[config.mk]
export PLATFORM = sky130hd
export DESIGN_NAME = rsmem_issue_pipe
export DESIGN_NICKNAME = d
export VERILOG_FILES = /design/src/rtl/rsmem_issue_pipe_pkg.sv /design/src/rtl/rsmem_issue_slot.sv /design/src/rtl/rsmem_issue_pipe.sv
export SDC_FILE = /design/constraint.sdc
export NUM_CORES = 1
export LEC_CHECK = 0
export ABC_AREA = 1
export BUFFER_PORTS_ARGS = -buffer_cell sky130_fd_sc_hd__buf_4
export CORE_MARGIN = 2
export CORE_UTILIZATION = 47
export CTS_CLUSTER_DIAMETER = 30
export CTS_CLUSTER_SIZE = 40
export DETAILED_ROUTE_END_ITERATION = 16
export GPL_TIMING_DRIVEN = 0
export PLACE_DENSITY_LB_ADDON = 0.3
export SYNTH_ARGS = -nofsm -noshare
export SYNTH_HDL_FRONTEND = slang
export SYNTH_SLANG_ARGS = --single-unit
[constraint.sdc]
create_clock -name clk -period 2.7 [get_ports clk]
set_clock_uncertainty 0.15 [all_clocks]
set_input_delay 0.27 -clock clk [delete_from_list [all_inputs] [get_ports clk]]
set_output_delay 0.27 -clock clk [all_outputs]
set_load 0.01 [all_outputs]
[src/rtl/rsmem_issue_pipe_pkg.sv]
// Shared widths and RS memory entry layout for the memory issue pipe.
package rsmem_issue_pipe_pkg;

  localparam int RS_MEM_ISSUE_REQ = 2;
  localparam int SPEC_STATES      = 4;
  localparam int RS_MEM_PC_W      = 32;
  localparam int RS_MEM_OP_W      = 3;
  localparam int RS_MEM_LEN       = RS_MEM_PC_W + RS_MEM_OP_W + 1 + SPEC_STATES;

  // Field positions inside one RS memory entry (LSB first).
  localparam int RS_MEM_KILLMASK_LSB = 0;
  localparam int RS_MEM_ISST         = SPEC_STATES;
  localparam int RS_MEM_OP_LSB       = RS_MEM_ISST + 1;
  localparam int RS_MEM_PC_LSB       = RS_MEM_OP_LSB + RS_MEM_OP_W;

  typedef struct packed {
    logic [RS_MEM_PC_W-1:0] pc;
    logic [RS_MEM_OP_W-1:0] op;
    logic                   isst;
    logic [SPEC_STATES-1:0] killmask;
  } rs_mem_entry_t;

endpackage

[src/rtl/rsmem_issue_slot.sv]
// One memory-port holding register: grant capture, valid/ready drain,
// branch kill, kill-mask update and flush.
module rsmem_issue_slot
  import rsmem_issue_pipe_pkg::*;
#(
  parameter int ENTRY_LEN = RS_MEM_LEN,
  parameter int SPEC_W    = SPEC_STATES
) (
  input  logic                 clk,
  input  logic                 rst,
  input  logic                 flush_i,
  input  logic                 kill_enable_i,
  input  logic                 update_killmask_i,
  input  logic [SPEC_W-1:0]    spec_tag_i,
  input  logic                 grant_i,
  input  logic [ENTRY_LEN-1:0] req_entry_i,
  input  logic                 ready_i,
  output logic                 valid_o,
  output logic [ENTRY_LEN-1:0] entry_o,
  output logic                 free_o
);

  logic                 hv_q, hv_d;
  logic [ENTRY_LEN-1:0] hd_q, hd_d;
  logic [ENTRY_LEN-1:0] req_masked, hold_masked;
  logic                 kill_hold, fire, clear_en;

  assign kill_hold = kill_enable_i & (|(spec_tag_i & hd_q[RS_MEM_KILLMASK_LSB +: SPEC_W]));
  assign valid_o   = hv_q & ~kill_hold;
  assign fire      = valid_o & ready_i;
  assign free_o    = ~hv_q | fire | kill_hold;
  assign entry_o   = hd_q;

  // A simultaneous kill wins over a mask update, so the clear is suppressed then.
  assign clear_en = update_killmask_i & ~kill_enable_i;

  // NOTE: combinational blocks use blocking '=' with a default assignment
  // first, so every path assigns every output and no latch is inferred.
  always_comb begin
    req_masked  = req_entry_i;
    hold_masked = hd_q;
    if (clear_en) begin
      req_masked[RS_MEM_KILLMASK_LSB +: SPEC_W]  = req_entry_i[RS_MEM_KILLMASK_LSB +: SPEC_W] & ~spec_tag_i;
      hold_masked[RS_MEM_KILLMASK_LSB +: SPEC_W] = hd_q[RS_MEM_KILLMASK_LSB +: SPEC_W] & ~spec_tag_i;
    end
  end

  always_comb begin
    hv_d = hv_q;
    hd_d = hd_q;
    if (flush_i) begin
      hv_d = 1'b0;
    end else if (grant_i) begin
      hv_d = 1'b1;
      hd_d = req_masked;
    end else if (fire || kill_hold) begin
      hv_d = 1'b0;
    end else begin
      hd_d = hold_masked;
    end
  end

  // NOTE: the data register is reset too, even though it is only meaningful
  // while hv_q is set; this keeps the port outputs at zero throughout reset.
  // Sequential state is always written with non-blocking '<='.
  always_ff @(posedge clk or negedge rst) begin
    if (!rst) begin
      hv_q <= 1'b0;
      hd_q <= '0;
    end else begin
      hv_q <= hv_d;
      hd_q <= hd_d;
    end
  end

endmodule

[src/rtl/rsmem_issue_pipe.sv]
// Memory RS issue-select and per-port issue registers.
// Optional perf counters are built when RSMEM_ISSUE_PERF_EN is defined.
module rsmem_issue_pipe
  import rsmem_issue_pipe_pkg::*;
#(
  parameter int NUM_REQ   = RS_MEM_ISSUE_REQ,
  parameter int ENTRY_LEN = RS_MEM_LEN,
  parameter int SPEC_W    = SPEC_STATES,
  parameter int PERF_W    = 32
) (
  input  logic                         clk,
  input  logic                         rst,
  input  logic                         Stall,
  input  logic                         Flush,
  input  logic                         Kill_Enable,
  input  logic                         Update_KillMask,
  input  logic [SPEC_W-1:0]            FUBR_SpecTag,
  input  logic [NUM_REQ*ENTRY_LEN-1:0] RSMEM_IssueReq_Entries,
  input  logic [NUM_REQ-1:0]           RSMEM_IssueReq_Valid,
  output logic [NUM_REQ-1:0]           RSMEM_Issued_Valid,
  input  logic [NUM_REQ-1:0]           MEMP_Ready,
  output logic [NUM_REQ*ENTRY_LEN-1:0] MEMP_Entries,
  output logic [NUM_REQ-1:0]           MEMP_Valid,
  output logic [PERF_W-1:0]            MemIssue_Count,
  output logic [PERF_W-1:0]            MemIssue_BlockCycles
);

  logic [NUM_REQ-1:0] grant;
  logic [NUM_REQ-1:0] slot_free;
  logic [NUM_REQ-1:0] kill_req;
  logic               grant_ok;

  // Grants are suppressed while reset is asserted so the RS never sees a
  // confirmation for a uop that was not captured.
  assign grant_ok = rst & ~Stall & ~Flush;

  always_comb begin
    for (int i = 0; i < NUM_REQ; i++) begin
      kill_req[i] = Kill_Enable &
                    (|(FUBR_SpecTag & RSMEM_IssueReq_Entries[i*ENTRY_LEN + RS_MEM_KILLMASK_LSB +: SPEC_W]));
    end
  end

  // Strict age order: each lane needs all older lanes granted, and only one
  // store may issue per cycle because there is a single store-data path.
  always_comb begin
    logic prev_granted;
    logic store_taken;
    logic is_store;
    grant        = '0;
    prev_granted = 1'b1;
    store_taken  = 1'b0;
    for (int i = 0; i < NUM_REQ; i++) begin
      is_store = RSMEM_IssueReq_Entries[i*ENTRY_LEN + RS_MEM_ISST];
      grant[i] = RSMEM_IssueReq_Valid[i] & slot_free[i] & grant_ok & ~kill_req[i] &
                 prev_granted & ~(is_store & store_taken);
      store_taken  = store_taken | (grant[i] & is_store);
      prev_granted = grant[i];
    end
  end

  assign RSMEM_Issued_Valid = grant;

  for (genvar g = 0; g < NUM_REQ; g++) begin : g_slot
    rsmem_issue_slot #(
      .ENTRY_LEN (ENTRY_LEN),
      .SPEC_W    (SPEC_W)
    ) u_slot (
      .clk               (clk),
      .rst               (rst),
      .flush_i           (Flush),
      .kill_enable_i     (Kill_Enable),
      .update_killmask_i (Update_KillMask),
      .spec_tag_i        (FUBR_SpecTag),
      .grant_i           (grant[g]),
      .req_entry_i       (RSMEM_IssueReq_Entries[g*ENTRY_LEN +: ENTRY_LEN]),
      .ready_i           (MEMP_Ready[g]),
      .valid_o           (MEMP_Valid[g]),
      .entry_o           (MEMP_Entries[g*ENTRY_LEN +: ENTRY_LEN]),
      .free_o            (slot_free[g])
    );
  end

`ifdef RSMEM_ISSUE_PERF_EN
  logic [PERF_W-1:0] count_q, count_d;
  logic [PERF_W-1:0] block_q, block_d;

  // Counters wrap naturally and deliberately ignore Flush.
  always_comb begin
    count_d = count_q;
    for (int i = 0; i < NUM_REQ; i++) begin
      count_d = count_d + PERF_W'(grant[i]);
    end
    block_d = block_q + PERF_W'(RSMEM_IssueReq_Valid[0] & ~grant[0]);
  end

  always_ff @(posedge clk or negedge rst) begin
    if (!rst) begin
      count_q <= '0;
      block_q <= '0;
    end else begin
      count_q <= count_d;
      block_q <= block_d;
    end
  end

  assign MemIssue_Count       = count_q;
  assign MemIssue_BlockCycles = block_q;
`else
  assign MemIssue_Count       = '0;
  assign MemIssue_BlockCycles = '0;
`endif

endmodule

==> flow_summary_export.csv <==
group,metric,value,unit
clocking,htreeDepth,3,
global_routing,grt.overflow.total,0,
sta,hold_slack,-0.326,ns
run,maxCapViolations,0,
power,p_leak,3.94,nW
detailed_routing,viasPerCell,4.68,
sta,fin_ws,0.144,ns
setup_path,start_kind,"flip-flop",
sta,hold_violations,82,
setup_path,crit_start,"g_slot[0].u_slot.entry_o[2]",
status,status,"finished with violations",
yosys,syn_area,3980,µm²
setup_path,cp.arrival,2.14,ns
place,dp_slack,-0.439,ns
setup_path,slowest_delay,0.43,ns
layout,drive_gt1_share,34.1,%
setup_path,r2r_start,"g_slot[0].u_slot.entry_o[2]",
yosys,yosysWarnings,0,
yosys,ys_seq_area_share,51.5,%
floorplan,fp.dieW,96.1,µm
global_routing,grt_start_max_net_pins,84,
floorplan,initial_core_util,48.5,%
layout,syn2layout_area_growth,67.4,%
global_routing,grt_pass1_wl,20.6,mm
clocking,clock_latency,0.34,ns
clocking,clockBufferDepth,2,
yosys,synthCells,500,
detailed_routing,drc,0,
floorplan,rows,33,
detailed_routing,num_vias,4368,
floorplan,chipHeight,96.1,µm
min_path,hp-class,"in -> async",
sta,drv_slew,0,
setup_path,cp.required,2.28,ns
detailed_routing,drt_pass1_iterations,5,
layout,multi_input_area,1510,µm²
setup_path,rrSetupSlack,0.63,ns
global_routing,grt_pass1_vias,4311,
layout,fillers,495,
clocking,cts_tree,"done",
clocking,clk_pin_slew,0.09,ns
global_routing,antenna_found_initial,0,
clocking,cts_root_buf,"clkbuf_8",
floorplan,io-pin-count,242,
setup_path,cp_max_fo,10,
detailed_routing,ant_nets,0,
yosys,syn_area_per_cell,7.97,µm²
setup_path,timing.rr.end,"g_slot[1].u_slot.entry_o[37]",
clocking,cts_buffers,9,
layout,n_antenna_cell,0,
layout,seq_area,2050,µm²
setup_path,critPathMostFrequentCell,"buf_4",
sta,timing.fmax,391,MHz
power,irDropWorstVdd,0.369,mV
clocking,clock_sinks,82,
setup_path,reg2reg_depth,10,
setup_path,worstSetupEndpointType,"output port",
detailed_routing,drt_iter0_markers,273,
setup_path,critPathKind,"reg -> out",
detailed_routing,wl_per_cell,14.7,µm
yosys,synth_cell_type_count,19,
floorplan,fp.dieArea,9230,µm²
place,place_congestion,0.885,
place,dp_hpwl,8.45,mm
global_routing,gr-usage-all-layers,29.4,%
layout,nets,917,
place,port_buffers,177,
sta,setup_viol,0,
yosys,ys_ff_latch,82,
setup_path,crit_chain,"nand2_1 -> nand2_1 -> o21ai_1 -> nand3_2 -> nand2_2 -> buf_4 -> inv_2 -> buf_2 -> buf_4 -> buf_4",
setup_path,cpMaxStageDelayCell,"dfrtp_1",
floorplan,core,8220,µm²
detailed_routing,drt-total-wl,13.8,mm
status,violations,"hold timing",
sta,period_needed,2.56,ns
power,cellPowerDensity,517,nW/µm²
sta,fin_crit_sh,94.7,%
==> registers in the layout, indices dropped and copies added, names as in the netlist <==
signal,cells
g_slot.u_slot.entry_o,80
g_slot.u_slot.hv_q,2
==> cells by family after synthesis <==
kind of cell / count (synthesis) / share of synthesized area [%]
AO/OA/AOI/OAI: 16 / 2.10
buffers and inverters: 100 / 16.7
flip-flops: 82 / 51.5
other: 1 / 0.0942
AND/OR/NAND/NOR: 301 / 29.5
==> layer usage <==
layer / GRT usage, % / share of wire (%)
met4: 15.1 / 3.5
met5: 0 / 0
met1: 32.6 / 35
met2: 52.6 / 53
met3: 6.42 / 8.1
==> worst max-delay path by stage <==
stage	to	slack, ns
global placement	RSMEM_Issued_Valid[1]	-0.37
CTS	RSMEM_Issued_Valid[1]	0.09
global route	RSMEM_Issued_Valid[1]	-0.03
floorplan	RSMEM_Issued_Valid[0]	0.80
detailed placement	RSMEM_Issued_Valid[1]	-0.44
finish	RSMEM_Issued_Valid[0]	0.14
==> synth_stat cells <==
master / count / area, µm²
nand2_1: 273 / 1020
buf_2: 8 / 40.0
nand4_1: 2 / 12.5
and2_1: 1 / 6.26
nand3_1: 18 / 90.1
nor2_1: 5 / 18.8
a21oi_1: 2 / 10.0
o21ai_0: 12 / 60.1
conb_1: 1 / 3.75
clkbuf_1: 2 / 7.51
dfrtp_1: 82 / 2050
o21ai_1: 1 / 5.00
buf_6: 1 / 11.3
nor3b_2: 1 / 12.5
a21oi_2: 1 / 8.76
nor2_4: 1 / 11.3
buf_4: 73 / 548
inv_2: 2 / 7.51
inv_1: 14 / 52.6
==> through the flow <==
step,util [%],instances,cell area [µm²],power [mW],setup TNS (ns)
floorplan,-,563,4220,1.81,0
global placement,69.1,845,5680,2.23,-3.86
detailed placement,69.1,845,5680,2.25,-8.92
CTS,80.8,931,6640,3.42,0
global route,81.1,933,6670,3.60,-0.0450
finish,81.1,933,6670,3.45,0
==> power breakdown <==
part / internal (mW) / switching, mW
combinational: 0.474 / 0.399
clock: 0.643 / 0.449
sequential: 1.38 / 0.105
==> cell usage in the layout, fill, tap and decap left out, drive strengths merged <==
master,instances
a21oi,3
and2,1
buf,260
bufinv,3
clkbuf,14
clkinv,1
conb,64
dfrtp,82
dlygate4sd3,71
inv,16
nand2,273
nand3,18
nand4,2
nor2,6
nor3b,1
o21ai,13
==> layout make-up <==
cell class	count	share of cell area [%]
repair buffers	249	30.9
plain buffers	84	9.10
clock buffers	12	2.18
well taps	105	1.97
inverters	16	0.938
clock inverters	4	1.48
multi-input cells	381	22.7
flip-flops and latches	82	30.8
==> what timing repair did <==
action                                  in CTS  in global routing
gates resized for setup                      3                  4
pin swaps                                    0                  1
gates cloned                                 0                  0
endpoints found under the setup margin       2                  2
hold buffers                                70                  1
setup buffers                                0                  1
endpoints found under the hold margin      152                 83
==> worst max-delay path: cells and delay by family, from the launching register on <==
| family | cells | cell delay (ns) |
|---|---|---|
| buffers and inverters | 5 | 0.78 |
| AND/OR/NAND/NOR | 4 | 0.41 |
| flip-flops | 1 | 0.43 |
| AO/OA/AOI/OAI | 1 | 0.19 |
No activity file was read; power rests on OpenSTA's default activity.
